### config.mk
export PLATFORM = sky130hd
export DESIGN_NAME = uart_cmd_engine
export DESIGN_NICKNAME = d
export VERILOG_FILES = /design/src/rtl/uart_cmd_engine.sv
export SDC_FILE = /design/constraint.sdc
export NUM_CORES = 1
export LEC_CHECK = 0
export BUFFER_PORTS_ARGS = -buffer_cell sky130_fd_sc_hd__buf_2
export CELL_PAD_IN_SITES_DETAIL_PLACEMENT = 0
export CELL_PAD_IN_SITES_GLOBAL_PLACEMENT = 1
export CORE_AREA = 3 3 81 60
export DETAILED_ROUTE_END_ITERATION = 10
export DIE_AREA = 0 0 84 63
export PLACE_DENSITY_LB_ADDON = 0.1
export SYNTH_ARGS = -nofsm -noshare
export SYNTH_HDL_FRONTEND = slang
export SYNTH_SLANG_ARGS = --single-unit
### constraint.sdc
create_clock -name i_clk -period 2.5 [get_ports i_clk]
set_input_delay 0.375 -clock i_clk [delete_from_list [all_inputs] [get_ports i_clk]]
set_output_delay 0.375 -clock i_clk [all_outputs]
set_load 0.05 [all_outputs]
### src/rtl/uart_cmd_engine.sv
// UART command decoder: command byte -> multi-byte register write or read streamed back over TX.
// Optional macro UART_CMD_WR_ACK_EN: send a single 0xA5 acknowledge byte after every write.
module uart_cmd_engine #(
  parameter int ADDR_W      = 3,
  parameter int DATA_BYTES  = 1,
  parameter int FIFO_ADDR   = 5,
  parameter int TIMEOUT_CYC = 1000
) (
  input  logic                    i_clk,
  input  logic                    i_rst_n,
  input  logic [7:0]              i_rx_data,
  input  logic                    i_rx_data_valid,
  output logic [7:0]              o_tx_data,
  output logic                    o_tx_data_valid,
  input  logic                    i_tx_ready,
  output logic [ADDR_W-1:0]       o_addr,
  output logic                    o_rd_req,
  input  logic [8*DATA_BYTES-1:0] i_rd_data,
  input  logic                    i_rd_valid,
  output logic                    o_wr_req,
  output logic [8*DATA_BYTES-1:0] o_wr_data,
  output logic                    o_fifo_fetch,
  output logic                    o_busy,
  output logic                    o_err_timeout,
  output logic                    o_err_drop
);

  localparam int DW   = 8 * DATA_BYTES;
  localparam int CW   = (DATA_BYTES > 1) ? $clog2(DATA_BYTES) : 1;
  localparam int TW   = (TIMEOUT_CYC > 1) ? $clog2(TIMEOUT_CYC) : 1;
  localparam int TLIM = (TIMEOUT_CYC > 0) ? TIMEOUT_CYC - 1 : 0;
  localparam logic [CW-1:0]     CNT_LAST = CW'(DATA_BYTES - 1);
  localparam logic [TW-1:0]     TIM_LAST = TW'(TLIM);
  localparam logic [ADDR_W-1:0] FIFO_A   = ADDR_W'(FIFO_ADDR);

  typedef enum logic [2:0] {
    IDLE,
    WR_COLLECT,
    WR_ISSUE,
    RD_REQ,
    RD_WAIT,
    TX
`ifdef UART_CMD_WR_ACK_EN
    , ACK
`endif
  } state_t;

  state_t            r_state, w_state_nxt;
  logic [CW-1:0]     r_cnt, w_cnt_nxt;
  logic [TW-1:0]     r_timer, w_timer_nxt;
  logic [DW-1:0]     r_shift, w_shift_nxt;
  logic [ADDR_W-1:0] w_addr_nxt;
  logic [DW-1:0]     w_wr_data_nxt;
  logic [7:0]        w_tx_data_nxt;
  logic              w_rd_req_nxt, w_wr_req_nxt, w_fifo_nxt;
  logic              w_err_to_nxt, w_err_drop_nxt, w_tx_valid_nxt;
  logic              w_unused_rx;

  // Command bits above the address field are don't-care.
  assign w_unused_rx = ^i_rx_data;

  always_comb begin
    w_state_nxt    = r_state;
    w_cnt_nxt      = r_cnt;
    w_timer_nxt    = r_timer;
    w_shift_nxt    = r_shift;
    w_addr_nxt     = o_addr;
    w_wr_data_nxt  = o_wr_data;
    w_tx_data_nxt  = o_tx_data;
    w_rd_req_nxt   = 1'b0;
    w_wr_req_nxt   = 1'b0;
    w_fifo_nxt     = 1'b0;
    w_err_to_nxt   = 1'b0;
    w_err_drop_nxt = 1'b0;
    case (r_state)
      IDLE: begin
        if (i_rx_data_valid) begin
          w_addr_nxt  = i_rx_data[ADDR_W:1];
          w_cnt_nxt   = '0;
          w_timer_nxt = '0;
          if (i_rx_data[0]) begin
            w_state_nxt = WR_COLLECT;
          end else begin
            w_state_nxt  = RD_REQ;
            w_rd_req_nxt = 1'b1;
            w_fifo_nxt   = (i_rx_data[ADDR_W:1] == FIFO_A);
          end
        end
      end
      WR_COLLECT: begin
        // A byte arriving in the expiry cycle takes priority over the timeout.
        if (i_rx_data_valid) begin
          w_wr_data_nxt[8*r_cnt +: 8] = i_rx_data;
          w_timer_nxt = '0;
          if (r_cnt == CNT_LAST) begin
            w_state_nxt  = WR_ISSUE;
            w_wr_req_nxt = 1'b1;
            w_cnt_nxt    = '0;
          end else begin
            w_cnt_nxt = r_cnt + CW'(1);
          end
        end else if (TIMEOUT_CYC != 0) begin
          if (r_timer == TIM_LAST) begin
            w_err_to_nxt = 1'b1;
            w_state_nxt  = IDLE;
            w_cnt_nxt    = '0;
            w_timer_nxt  = '0;
          end else begin
            w_timer_nxt = r_timer + TW'(1);
          end
        end
      end
      WR_ISSUE: begin
        w_err_drop_nxt = i_rx_data_valid;
`ifdef UART_CMD_WR_ACK_EN
        w_state_nxt   = ACK;
        w_tx_data_nxt = 8'hA5;
`else
        w_state_nxt   = IDLE;
`endif
      end
      RD_REQ, RD_WAIT: begin
        w_err_drop_nxt = i_rx_data_valid;
        if (i_rd_valid) begin
          w_shift_nxt   = i_rd_data;
          w_tx_data_nxt = i_rd_data[7:0];
          w_cnt_nxt     = '0;
          w_timer_nxt   = '0;
          w_state_nxt   = TX;
        end else if (r_state == RD_REQ) begin
          w_state_nxt = RD_WAIT;
          w_timer_nxt = '0;
        end else if (TIMEOUT_CYC != 0) begin
          if (r_timer == TIM_LAST) begin
            w_err_to_nxt = 1'b1;
            w_state_nxt  = IDLE;
            w_timer_nxt  = '0;
          end else begin
            w_timer_nxt = r_timer + TW'(1);
          end
        end
      end
      TX: begin
        w_err_drop_nxt = i_rx_data_valid;
        if (i_tx_ready) begin
          if (r_cnt == CNT_LAST) begin
            w_state_nxt = IDLE;
            w_cnt_nxt   = '0;
          end else begin
            w_cnt_nxt     = r_cnt + CW'(1);
            w_shift_nxt   = r_shift >> 8;
            w_tx_data_nxt = w_shift_nxt[7:0];
          end
        end
      end
`ifdef UART_CMD_WR_ACK_EN
      ACK: begin
        w_err_drop_nxt = i_rx_data_valid;
        if (i_tx_ready) w_state_nxt = IDLE;
      end
`endif
      default: w_state_nxt = IDLE;
    endcase
    w_tx_valid_nxt = (w_state_nxt == TX);
`ifdef UART_CMD_WR_ACK_EN
    w_tx_valid_nxt = w_tx_valid_nxt || (w_state_nxt == ACK);
`endif
  end

  always_ff @(posedge i_clk or negedge i_rst_n) begin
    if (!i_rst_n) begin
      r_state         <= IDLE;
      r_cnt           <= '0;
      r_timer         <= '0;
      r_shift         <= '0;
      o_addr          <= '0;
      o_wr_data       <= '0;
      o_tx_data       <= '0;
      o_tx_data_valid <= 1'b0;
      o_rd_req        <= 1'b0;
      o_wr_req        <= 1'b0;
      o_fifo_fetch    <= 1'b0;
      o_busy          <= 1'b0;
      o_err_timeout   <= 1'b0;
      o_err_drop      <= 1'b0;
    end else begin
      r_state         <= w_state_nxt;
      r_cnt           <= w_cnt_nxt;
      r_timer         <= w_timer_nxt;
      r_shift         <= w_shift_nxt;
      o_addr          <= w_addr_nxt;
      o_wr_data       <= w_wr_data_nxt;
      o_tx_data       <= w_tx_data_nxt;
      o_tx_data_valid <= w_tx_valid_nxt;
      o_rd_req        <= w_rd_req_nxt;
      o_wr_req        <= w_wr_req_nxt;
      o_fifo_fetch    <= w_fifo_nxt;
      o_busy          <= (w_state_nxt != IDLE);
      o_err_timeout   <= w_err_to_nxt;
      o_err_drop      <= w_err_drop_nxt;
    end
  end

endmodule
Word-level counts from Yosys, hierarchy flattened. Cells that the tools add are included.

Input bits: 21. Flip-flop bits (word level): 40. Logic and storage cells: 86. Output and inout port bits: 26.

Muxes and demuxes: 43. Eq/ne operators: 13. Shift-type cells: 2. $add $sub $neg: 3. Reductions and logical operators: 12.

Operators with widths (count): 10-bit 2-to-1 mux (5); 4-bit negator with 34-bit output (1); 8-bit by 34-bit variable shift with 8-bit output, first input constant (1); 8-bit by 34-bit variable part select with 8-bit output (1); 10-bit one-hot mux with 3 select lines (1); 3-bit 2-to-1 mux (8); 8-bit 2-to-1 mux (3); 1-bit 2-to-1 mux (20); 8-bit one-hot mux with 2 select lines (1); 3-bit equality test, second input constant (4); 3-bit one-hot mux with 4 select lines (1); 10-bit by 1-bit adder with 10-bit output, second input constant (1); 10-bit equality test, second input constant (1); 8-bit bitwise mux (1); 2-bit inequality test, second input constant (4); 3-bit by 2-bit equality test with 1-bit output, second input constant (2); 2-bit AND reduction (3); 3-bit nonzero test (2); 5-bit AND reduction (1); 1-bit one-hot mux with 4 select lines (1); 4-bit AND reduction (1); 4-bit nonzero test (1); 4-bit OR reduction (1); 3-bit by 1-bit equality test with 1-bit output, second input constant (1); 7 further kinds (7).

Depth between registers and ports, before layout.
Depth after elaboration: 6. Gate-level depth with buffers: 6. Mapped depth without buffers: 5.

Least setup slack after synthesis. No wires, ideal clock.

Kind: register to register. Start: register r_state[1]. End: register o_tx_data[0]. Buffers on the path: 1. Setup slack: 978 ps. Clock period less this slack: 1522 ps. Setup time: 125 ps. Required time: 2375 ps. Cell stages (with the launch flop): 5. Arrival time: 1397 ps. Path through: dfrtp_1 > buf_2 > and3b_2 > o21ai_2 > mux2_2.

Longest elaborated chain between the ends: 4. Elaborated cells between the ends (all ways): 10. Classes of those cells: eq/ne (6); mux (1); reduce/logical (3).

RTL lines: start, declared (line 48) `state_t r_state, w_state_nxt;`; start signal, assigned (line 187) `r_state <= w_state_nxt;`; 3-bit by 2-bit equality test with 1-bit output / 3-bit equality test (equally long branches) (line 75) `case (r_state)`; 2-bit OR reduction (line 75); 2-bit inequality test (no line) / 2-bit nonzero test (equally long branches); 4-bit AND reduction (no line); end signal, assigned (line 193) `o_tx_data <= w_tx_data_nxt;`; end, declared (line 13) `output logic [7:0] o_tx_data,`.

Several ways; a longest one is shown, not always the timed one. A chain may end at the register's enable or synchronous reset.

Final worst setup path.
Start: register r_state[2]. End: register r_timer[4].

Longest elaborated chain between the ends: 4. Elaborated cells between the ends (all ways): 11. Classes of those cells: eq/ne (4); mux (3); reduce/logical (4).

RTL lines: 3-bit by 2-bit equality test with 1-bit output / 3-bit equality test (equally long branches) (line 75, 130); 10-bit 2-to-1 mux / 2-bit OR reduction (equally long branches) (line 130, 75); 10-bit 2-to-1 mux / 3-bit nonzero test (equally long branches); 10-bit one-hot mux with 3 select lines / 2-bit AND reduction (equally long branches); end signal, assigned (line 189) `r_timer <= w_timer_nxt;`; end, declared (line 50) `logic [TW-1:0] r_timer, w_timer_nxt;`.

Several ways; a longest one is shown, not always the timed one.

==> metrics <==
number of buffers added for setup after CTS=0; Placement Rows=20; class of the worst hold path=in -> async; maximum clock rate=0.547 GHz; Layout Skew=~0.009 ns; Final Setup Violations=0; Max Transition Viols Final=0; sequential element share of the synthesized area=between 50% and 60%; final hold violation count=0; maximum buffer depth of the clock tree=2; maximum vdd ir drop=approximately 0.7 mV; total overflow reported by the global router=0; placed cell count=approximately 240; die area=0.00529 sq mm; overall via count from detail_route=approximately 1300; Final nets=217; syn_nets=between 150 and 200; fin util=around half; synthesized flop and latch total=39; CP endpoint kind=flop; status=finished clean; netlist area before placement=0.00177 sq mm; Static Leak=between 0.0009 and 0.001 uW; ports placed on the boundary=47; number of CTS-inserted buffers=5; initial core utilization=a little over two fifths; detailed-routing iteration count for the pre-antenna-repair pass=4; Die H=roughly 63 um; total number of yosys warnings=0; floorplan die width=84 um; Crit Path Category=reg -> reg; Clock Sinks=39; post-route minimum period=about 1.8 ns; Worst Setup Start Kind=flop; Area contributors post-synth=dfrtp_1, mux2_2, nand2_1, nand3_1, nor2_1; Mapped Cells=150; summed area of non-filler cells in the final layout=around 0.0021 sq mm; Fillers=between 300 and 400; maximum fanout count along the critical path=12; IO Port Bufs=46; number of maximum-capacitance constraint violations=0; Residual DRC=0; Core ar.=around 0.0042 sq mm; diodes inserted=0; number of distinct standard cells referenced by the synthesized netlist=47; Slew @ Worst Pin=just over 0.8 ns; buffer cell driving the clock tree root=clkbuf_8; area share of the largest cell type after synthesis=a little under three fifths; routability cong.=0.784; first-pass GRT wire length=6080 um; largest area contributor in the synthesized netlist=dfrtp_1; Antenna Violating Nets Remaining=0; Layout area overhead=19.3%; CP arrival=between 2 and 2.5 ns; register area=976 sq um; required time of the worst setup path=between 2 and 3 ns; dpl cell area=about 0.0020 sq mm; fraction of final layout cells with drive strength greater than 1=between 40% and 50%; setup total negative slack=0 ns; DP HPWL=2570 um; fraction of registers with async set or reset after synthesis=100%; Mean Syn Cell Area=between 10 and 15 sq um; DRC marker count from the first detailed-route iteration=58; via count of the first global-routing pass=~1200; share of the cycle needed by the critical path after routing=73.1%; worst slew margin relative to its limit=44.6%; area used by multi-input combinational logic=between 700 and 800 sq um; via-per-instance ratio=5.14; Cell Pwr Density=1360 mW/mm^2; clock latency at the later pin of the worst-skew pair=between 0.2 and 0.3 ns; final non-filler cell total=between 200 and 300; number of hold buffers added after CTS=0; overall routed net length=3460 um; clock tree from TritonCTS=yes; post-cts gate resize count=0; Routed WL per cell=between 10 and 15 um; Main synth FF type=dfrtp_1; number of antenna violations at the first check in global routing=0; count of flip-flops with a built-in enable after synthesis=0; pin count of the biggest net entering global routing=40; clock edge transition at the registers on the reported setup and hold paths=roughly 0.080 ns; RSZ-0062 raised after global routing=no; H-tree level count=2; combined global-route utilization of all metal layers=between 10% and 20%
## placed cells by master (no fill, tap or decap), types with 2 or more instances in the layout
cell and n:
o21ai_0 3, dfrtp_1 39, o22ai_1 2, a31oi_1 4
and3_1 2, clkbuf_8 6, nor2b_1 3, inv_1 5
nand2_1 13, nand4_1 4, mux2_2 19, o211ai_1 2
nor2_1 7, buf_2 46, nand3_1 6, nor3b_1 2
nor3_1 2
## area by class of cell
class | count | share of cell area (%)
Clock buffer | 6 | 3.90
Tap cell | 55 | 3.25
Timing Repair Buffer | 47 | 11.2
Inverter | 5 | 0.887
Multi-Input combinational cell | 97 | 34.4
Clock inverter | 1 | 0.237
Sequential cell | 39 | 46.1
## path summary, 6_finish.rpt
kind	from	slack, ns	cells after the start	to
hold / removal	i_rst_n	0.19	1	r_timer[3]$_DFFE_PN0P_
hold reg to reg	o_tx_data[6]$_DFFE_PN0P_	0.50	1	o_tx_data[6]$_DFFE_PN0P_
max in group asynchronous	i_rst_n	1.79	1	r_timer[0]$_DFFE_PN0P_
min in group i_clk	i_rx_data[2]	0.28	2	o_fifo_fetch$_DFF_PN0_
setup / recovery	r_state[2]$_DFF_PN0_	0.67	4	r_timer[4]$_DFFE_PN0P_
setup reg to reg	r_state[2]$_DFF_PN0_	0.67	4	r_timer[4]$_DFFE_PN0P_
## metal layers
| layer | global-route usage (%) | vias to the layer above | wire length, um |
|---|---|---|---|
| met1 | 21.4 | 610 | 1700 |
| li1 | - | 629 | - |
| met4 | 2.41 | 0 | 13 |
| met3 | 6.85 | 2 | 285 |
| met5 | 0 | - | 0 |
| met2 | 19.3 | 45 | 1460 |
## kinds of logic after synthesis
group / count (synthesis) / share of synthesized area (%)
simple gates: 49 / 14.9
flops: 39 / 55.0
compound gates: 27 / 12.8
mux: 19 / 12.1
buf+inv: 14 / 4.02
xor+xnor: 1 / 0.494
fa+ha+maj: 1 / 0.705
## critical path, stage by stage, from the launching register on
cell      delay, ns
dfrtp_1        0.46
or3b_1         0.46
a21oi_4        0.36
nand2_2        0.17
o311ai_2       0.27
## power breakdown
| group | internal, uW | total (uW) | switching, uW |
|---|---|---|---|
| logic | 443 | 1460 | 1020 |
| registers | 852 | 992 | 140 |
| clock network | 216 | 413 | 197 |
## cell usage after synthesis (2+ instances only)
cell type and number:
nor2b_1 3, clkbuf_1 3, dfrtp_1 39, nor3_1 2, o22ai_1 2, buf_4 2
mux2_2 19, o21ai_0 3, nor2_1 7, nand2_1 13, nand3_1 6, and3_1 2
nand4_1 4, buf_2 3, inv_1 5, a31oi_1 4, o211ai_1 2, nor3b_1 2
## registers in the layout, summed over array words and instances (netlist names)
register         flops
o_err_drop           1
r_timer             10
r_state              3
o_wr_data            8
o_tx_data_valid      1
o_tx_data            8
o_rd_req             1
o_wr_req             1
o_busy               1
o_addr               3
o_fifo_fetch         1
o_err_timeout        1
## stage by stage
stage	total power (uW)	setup slack [ns]	hold WS, ns
after detailed placement	2480	0.680	0.488
after global routing	3060	0.552	0.255
final	2870	0.673	0.186
after CTS	2900	0.684	0.232
after global placement	2450	0.721	0.481
after floorplan	2180	0.978	0.0794
Note: power is estimated with default switching activity, not from simulation.
